**src/rtl/lut_programavel_if.sv**
```systemverilog
// Bundles the evaluate, program and clear ports of lut_programavel.
// master drives requests (datapath side), slave is the function unit.
interface lut_programavel_if #(
  parameter int N_SEL = 3,
  parameter int N_DEC = 4
);
  logic [N_SEL+N_DEC-1:0] entrada;
  logic                   entrada_valid;
  logic                   entrada_ready;
  logic                   saida;
  logic                   saida_valid;
  logic [N_SEL-1:0]       prog_ender;
  logic [(1<<N_DEC)-1:0]  prog_mascara;
  logic                   prog_valid;
  logic                   prog_ready;
  logic                   limpar;
  logic                   ocupado;

  modport master (
    output entrada, entrada_valid, prog_ender, prog_mascara, prog_valid, limpar,
    input  entrada_ready, saida, saida_valid, prog_ready, ocupado
  );

  modport slave (
    input  entrada, entrada_valid, prog_ender, prog_mascara, prog_valid, limpar,
    output entrada_ready, saida, saida_valid, prog_ready, ocupado
  );
endinterface

```
**src/rtl/lut_programavel.sv**
```systemverilog
// Programmable Boolean function: row-mask table indexed by the upper input bits,
// bit picked by a one-hot decode of the lower bits, 2-stage pipeline, sequenced clear.
// Optional LUT_PROGRAMAVEL_PADRAO_EN: reset loads the default table instead of zeros.
module lut_programavel #(
  parameter int N_SEL = 3,
  parameter int N_DEC = 4
) (
  input  logic           clock,
  input  logic           reset_n,
  lut_programavel_if.slave bus
);

  localparam int ROWS   = 1 << N_SEL;
  localparam int MASK_W = 1 << N_DEC;

`ifdef LUT_PROGRAMAVEL_PADRAO_EN
  localparam bit PADRAO_EN = 1'b1;
`else
  localparam bit PADRAO_EN = 1'b0;
`endif

  typedef enum logic [0:0] {
    OCIOSO   = 1'b0,
    LIMPANDO = 1'b1
  } estado_t;

  estado_t             estado_r;
  logic [N_SEL-1:0]    idx_r;
  logic [MASK_W-1:0]   tabela_r [ROWS];
  logic                entrada_ready_r;
  logic                prog_ready_r;
  logic                ocupado_r;

  logic                s1_valid_r;
  logic [MASK_W-1:0]   s1_mask_r;
  logic [MASK_W-1:0]   s1_onehot_r;
  logic                saida_r;
  logic                saida_valid_r;

  logic [N_SEL-1:0]    linha_s;
  logic [N_DEC-1:0]    bit_s;
  logic                aceita_entrada_s;
  logic                aceita_prog_s;

  // Reset contents of one row; the default table only exists for the 3/4 geometry.
  function automatic logic [MASK_W-1:0] linha_padrao(input logic [N_SEL-1:0] linha);
    logic [MASK_W-1:0] r;
    r = {MASK_W{1'b0}};
    if (PADRAO_EN && (N_SEL == 3) && (N_DEC == 4)) begin
      case (32'(linha))
        32'd0, 32'd2, 32'd5: r = {MASK_W{1'b1}};
        32'd1:               r = {{(MASK_W-2){1'b0}}, 2'b11};
        default:             r = {MASK_W{1'b0}};
      endcase
    end else begin
      r = {MASK_W{1'b0}};
    end
    return r;
  endfunction

  function automatic logic [MASK_W-1:0] decodifica(input logic [N_DEC-1:0] sel);
    return {{(MASK_W-1){1'b0}}, 1'b1} << sel;
  endfunction

  // Field split and handshake acceptance.
  always_comb begin
    linha_s          = bus.entrada[N_SEL+N_DEC-1:N_DEC];
    bit_s            = bus.entrada[N_DEC-1:0];
    aceita_entrada_s = bus.entrada_valid && entrada_ready_r;
    aceita_prog_s    = bus.prog_valid && prog_ready_r;
  end

  // Control FSM, table writes and the row-by-row clear.
  always_ff @(posedge clock) begin
    if (!reset_n) begin
      estado_r        <= OCIOSO;
      idx_r           <= {N_SEL{1'b0}};
      entrada_ready_r <= 1'b1;
      prog_ready_r    <= 1'b1;
      ocupado_r       <= 1'b0;
      for (int i = 0; i < ROWS; i++) begin
        tabela_r[i] <= linha_padrao(N_SEL'(i));
      end
    end else begin
      case (estado_r)
        OCIOSO: begin
          if (aceita_prog_s) begin
            tabela_r[bus.prog_ender] <= bus.prog_mascara;
          end
          // The write above still lands; the clear wipes it later.
          if (bus.limpar) begin
            estado_r        <= LIMPANDO;
            idx_r           <= {N_SEL{1'b0}};
            entrada_ready_r <= 1'b0;
            prog_ready_r    <= 1'b0;
            ocupado_r       <= 1'b1;
          end
        end
        LIMPANDO: begin
          tabela_r[idx_r] <= {MASK_W{1'b0}};
          if (idx_r == N_SEL'(ROWS - 1)) begin
            estado_r        <= OCIOSO;
            idx_r           <= {N_SEL{1'b0}};
            entrada_ready_r <= 1'b1;
            prog_ready_r    <= 1'b1;
            ocupado_r       <= 1'b0;
          end else begin
            idx_r <= idx_r + N_SEL'(1);
          end
        end
        default: begin
          estado_r        <= OCIOSO;
          idx_r           <= {N_SEL{1'b0}};
          entrada_ready_r <= 1'b1;
          prog_ready_r    <= 1'b1;
          ocupado_r       <= 1'b0;
        end
      endcase
    end
  end

  // Evaluation pipeline: stage 1 snapshots the mask (read-before-write), stage 2 reduces.
  always_ff @(posedge clock) begin
    if (!reset_n) begin
      s1_valid_r    <= 1'b0;
      s1_mask_r     <= {MASK_W{1'b0}};
      s1_onehot_r   <= {MASK_W{1'b0}};
      saida_r       <= 1'b0;
      saida_valid_r <= 1'b0;
    end else begin
      s1_valid_r <= aceita_entrada_s;
      if (aceita_entrada_s) begin
        s1_mask_r   <= tabela_r[linha_s];
        s1_onehot_r <= decodifica(bit_s);
      end
      saida_valid_r <= s1_valid_r;
      if (s1_valid_r) begin
        saida_r <= |(s1_mask_r & s1_onehot_r);
      end
    end
  end

  assign bus.entrada_ready = entrada_ready_r;
  assign bus.prog_ready    = prog_ready_r;
  assign bus.ocupado       = ocupado_r;
  assign bus.saida         = saida_r;
  assign bus.saida_valid   = saida_valid_r;

endmodule
```
**src/flat_wrapper.sv**
```systemverilog
// flat-port wrapper written by rule: the top's interface ports become plain ports
module lut_programavel_flat 
#(
  parameter int N_SEL = 3,
  parameter int N_DEC = 4
)
  (clock, reset_n, bus_entrada, bus_entrada_valid, bus_prog_ender, bus_prog_mascara, bus_prog_valid, bus_limpar, bus_entrada_ready, bus_saida, bus_saida_valid, bus_prog_ready, bus_ocupado);
  lut_programavel_if #(.N_SEL(N_SEL), .N_DEC(N_DEC)) bus_i ();
  input  logic clock;
  input  logic reset_n;
  input wire logic [$bits(bus_i.entrada)-1:0] bus_entrada;
  input wire logic [$bits(bus_i.entrada_valid)-1:0] bus_entrada_valid;
  input wire logic [$bits(bus_i.prog_ender)-1:0] bus_prog_ender;
  input wire logic [$bits(bus_i.prog_mascara)-1:0] bus_prog_mascara;
  input wire logic [$bits(bus_i.prog_valid)-1:0] bus_prog_valid;
  input wire logic [$bits(bus_i.limpar)-1:0] bus_limpar;
  output wire logic [$bits(bus_i.entrada_ready)-1:0] bus_entrada_ready;
  output wire logic [$bits(bus_i.saida)-1:0] bus_saida;
  output wire logic [$bits(bus_i.saida_valid)-1:0] bus_saida_valid;
  output wire logic [$bits(bus_i.prog_ready)-1:0] bus_prog_ready;
  output wire logic [$bits(bus_i.ocupado)-1:0] bus_ocupado;
  assign bus_i.entrada = bus_entrada;
  assign bus_i.entrada_valid = bus_entrada_valid;
  assign bus_i.prog_ender = bus_prog_ender;
  assign bus_i.prog_mascara = bus_prog_mascara;
  assign bus_i.prog_valid = bus_prog_valid;
  assign bus_i.limpar = bus_limpar;
  assign bus_entrada_ready = bus_i.entrada_ready;
  assign bus_saida = bus_i.saida;
  assign bus_saida_valid = bus_i.saida_valid;
  assign bus_prog_ready = bus_i.prog_ready;
  assign bus_ocupado = bus_i.ocupado;
  lut_programavel #(.N_SEL(N_SEL), .N_DEC(N_DEC)) u_core (.clock(clock), .reset_n(reset_n), .bus(bus_i));
endmodule
```
**config.mk**
```make
export PLATFORM = sky130hd
export DESIGN_NAME = lut_programavel_flat
export DESIGN_NICKNAME = d
export VERILOG_FILES = /design/src/rtl/lut_programavel_if.sv /design/src/rtl/lut_programavel.sv /design/src/flat_wrapper.sv
export SDC_FILE = /design/constraint.sdc
export NUM_CORES = 1
export LEC_CHECK = 0
export BUFFER_PORTS_ARGS = -buffer_cell sky130_fd_sc_hd__buf_2
export CAP_MARGIN = 15
export CORE_MARGIN = 2
export CORE_UTILIZATION = 46
export DETAILED_ROUTE_END_ITERATION = 7
export HOLD_SLACK_MARGIN = 0.06
export PLACE_DENSITY = 0.68
export SYNTH_ARGS = -nofsm -noshare
export SYNTH_HDL_FRONTEND = slang
export SYNTH_SLANG_ARGS = --single-unit
export TNS_END_PERCENT = 5
```
**constraint.sdc**
```tcl
create_clock -name clock -period 2.6 [get_ports clock]
set_input_delay 0.13 -clock clock [delete_from_list [all_inputs] [get_ports clock]]
set_output_delay 0.13 -clock clock [all_outputs]
set_load 0.05 [all_outputs]
```
==> impl_metrics.env <==
export IMPL_crit_type="reg2reg"
export IMPL_cts_root_buf="clkbuf_16"
export IMPL_endpoint_kind="flip-flop"
export IMPL_drive_above_1_share_pct=26.96
export IMPL_grt_max_degree=51
export IMPL_clk_insertion_delay_late_ps=430
export IMPL_grt_overflow=0
export IMPL_critPathArrivalTime_ps=2340
export IMPL_synth_edf_count=128
export IMPL_outcome="completed"
export IMPL_avgViaCountPerCell=5.935
export IMPL_dp_slack_ps=505.9
export IMPL_crit_start="u_core.estado_r"
export IMPL_wl_per_cell_um=21.67
export IMPL_max_freq_mhz=461.0
export IMPL_leakagePower_nw=2.901
export IMPL_hpwl_um=11640
export IMPL_layout_commonest_cell="edfxtp_1"
export IMPL_grt_pass1_vias=4943
export IMPL_wl_um=17940
export IMPL_reg2reg_from="u_core.estado_r"
export IMPL_drv_slew=0
export IMPL_io_buffers=35
export IMPL_synth_seq_cells=169
export IMPL_cts_buffer_depth=2
export IMPL_yosysWarnings=0
export IMPL_hold_viol_final=0
export IMPL_ctsResizeCount=0
export IMPL_initial_core_util_pct=47.21
export IMPL_worstPathMaxFanout=50
export IMPL_rows=46
export IMPL_antenna_found_initial=0
export IMPL_max_cap_violations=0
export IMPL_first_pass_iters=5
export IMPL_drtAntennaViolNets=0
export IMPL_ir_drop_v=0.0005034
export IMPL_dieArea_um2=17400
export IMPL_synth_top_area_share_pct=51.06
export IMPL_critPathRequiredTime_ps=2770
export IMPL_hold_start="bus_entrada[1]"
export IMPL_finalClockSkew_ps=9.547
export IMPL_utilization_pct=53.69
export IMPL_min_period_over_period_pct=83.44
export IMPL_final_area_um2=8559
export IMPL_drt_initial_drc_count=541
export IMPL_core_um2=15940
export IMPL_placedCellCount=794
export IMPL_grt_use_total_pct=21.57
export IMPL_final_cell_mix="128 x edfxtp_1, 67 x nor3_1, 51 x nor2_1"
export IMPL_setup_viol=0
export IMPL_ys_seq_area_share_pct=61.97
export IMPL_synthArstFlopShare_pct=0
export IMPL_die_h_um=131.9
export IMPL_die_w_um=131.9
export IMPL_area_growth_pct=13.71
export IMPL_cts_tree="yes"
export IMPL_io_pin_count=36
export IMPL_worst_setup_path_start_kind="flip-flop"
export IMPL_relSlewSlack_pct=48.14
export IMPL_cts_setup_buffers=0
export IMPL_placed_cell_area_um2=7978
export IMPL_cts_htree_levels=4
export IMPL_avgSynthCellArea_um2=13.51
export IMPL_fin_ws_ps=430.6
export IMPL_syn_inst=557
export IMPL_numCtsBuffers=17
export IMPL_drc_errors=0
export IMPL_gp_congestion=0.8320
export IMPL_clk_pin_slew_worst_paths_ps=60
export IMPL_vias=4914
export IMPL_ys_flop_type="edfxtp_1"
export IMPL_grt_pass1_wl_um=28210
export IMPL_hold_class="in2reg"
export IMPL_synth_top_area_cell="edfxtp_1"
export IMPL_fin_crit_ps=2169
export IMPL_final_cells=828
export IMPL_cts_sinks=169
export IMPL_final_net_count=632
export IMPL_synth_area_leaders="edfxtp_1 51%, dfxtp_1 11%, mux4_2 9.6%"
export IMPL_setup_tns_ps=0
export IMPL_rsz0062_at_grt="no"
export IMPL_worst_slew_pin_slew_ps=777.9
export IMPL_antennaDiodeCount=0
export IMPL_synth_nets=590
export IMPL_syn_area_um2=7527
export IMPL_yosysUniqueCellTypes=43
export IMPL_p_per_area_nw_per_um2=713.7
## per-stage QoR
stage	power (W)	hold slack [ps]
4_1_cts	0.006129	62.54
2_1_floorplan	0.003529	289.2
3_5_place_dp	0.003741	454.6
3_3_place_gp	0.003727	439.0
6_report	0.006109	76.26
5_1_grt	0.006291	69.33
## where the power goes
group | total [W] | internal, W | switching [W]
Combinational | 0.000606 | 0.000205 | 0.000402
Sequential | 0.00309 | 0.00303 | 0.0000526
Clock | 0.00242 | 0.00140 | 0.00101
## per-layer routing
| layer | track usage (%) | part of all wire, % |
|---|---|---|
| met1 | 27.88 | 41 |
| met2 | 34.43 | 48 |
| met3 | 6.651 | 8.5 |
| met4 | 7.971 | 2.7 |
| met5 | 0 | 0 |
## layout make-up
cell class              instances  area, um^2
fillers                      1351        7383
flip-flops and latches        169        4664
multi-input cells             339        2595
repair buffers                 68       452.9
clock buffers                  19       432.9
well taps                     216       270.3
clock inverters                13       128.9
inverters                       4       15.01
## cell usage after synthesis, types with 5 or more instances
cell type,instances
a21boi_0,14
a22oi_1,8
and2_1,5
buf_2,22
buf_4,5
buf_6,7
clkbuf_1,11
dfxtp_1,41
edfxtp_1,128
mux4_2,32
nand2_1,36
nand3_1,7
nor2_1,51
nor2b_1,10
nor3_1,67
nor3_2,29
o21ai_0,21
o22ai_1,16
## timing repair
item	CTS	global route
hold buffers	2	0
endpoints found under the setup margin	0	0
hold endpoints to repair	4	0
## cells by family after synthesis
group / count (synthesis) / synth area share, %
simple gates: 227 / 16.76
flops: 169 / 61.97
compound gates: 78 / 7.613
buf+inv: 49 / 3.757
mux: 32 / 9.574
fa+ha+maj: 2 / 0.3324
## registers in the layout, indices dropped and copies added (netlist names)
signal                    cells
u_core.s1_onehot_r           16
u_core.bus.ocupado            1
u_core.bus.saida              1
u_core.s1_mask_r             16
u_core.bus.saida_valid        1
u_core.tabela_r             128
u_core.bus.entrada_ready      1
u_core.estado_r               1
u_core.s1_valid_r             1
u_core.idx_r                  3
## critical path, stage by stage (launching register included)
cell,delay (ps)
dfxtp_1,460
and4b_1,280
o21ai_4,180
buf_4,540
o21ai_1,200
buf_4,240
## worst paths after layout
path                                end  slack (ps)  cells after the start
setup / recovery  u_core.tabela_r[7][5]         430                      5
hold / removal    u_core.s1_onehot_r[3]          80                      3
hold reg to reg   u_core.s1_onehot_r[4]         470                      2
setup reg to reg  u_core.tabela_r[7][5]         430                      5
Power figures use the tool's default switching activity.
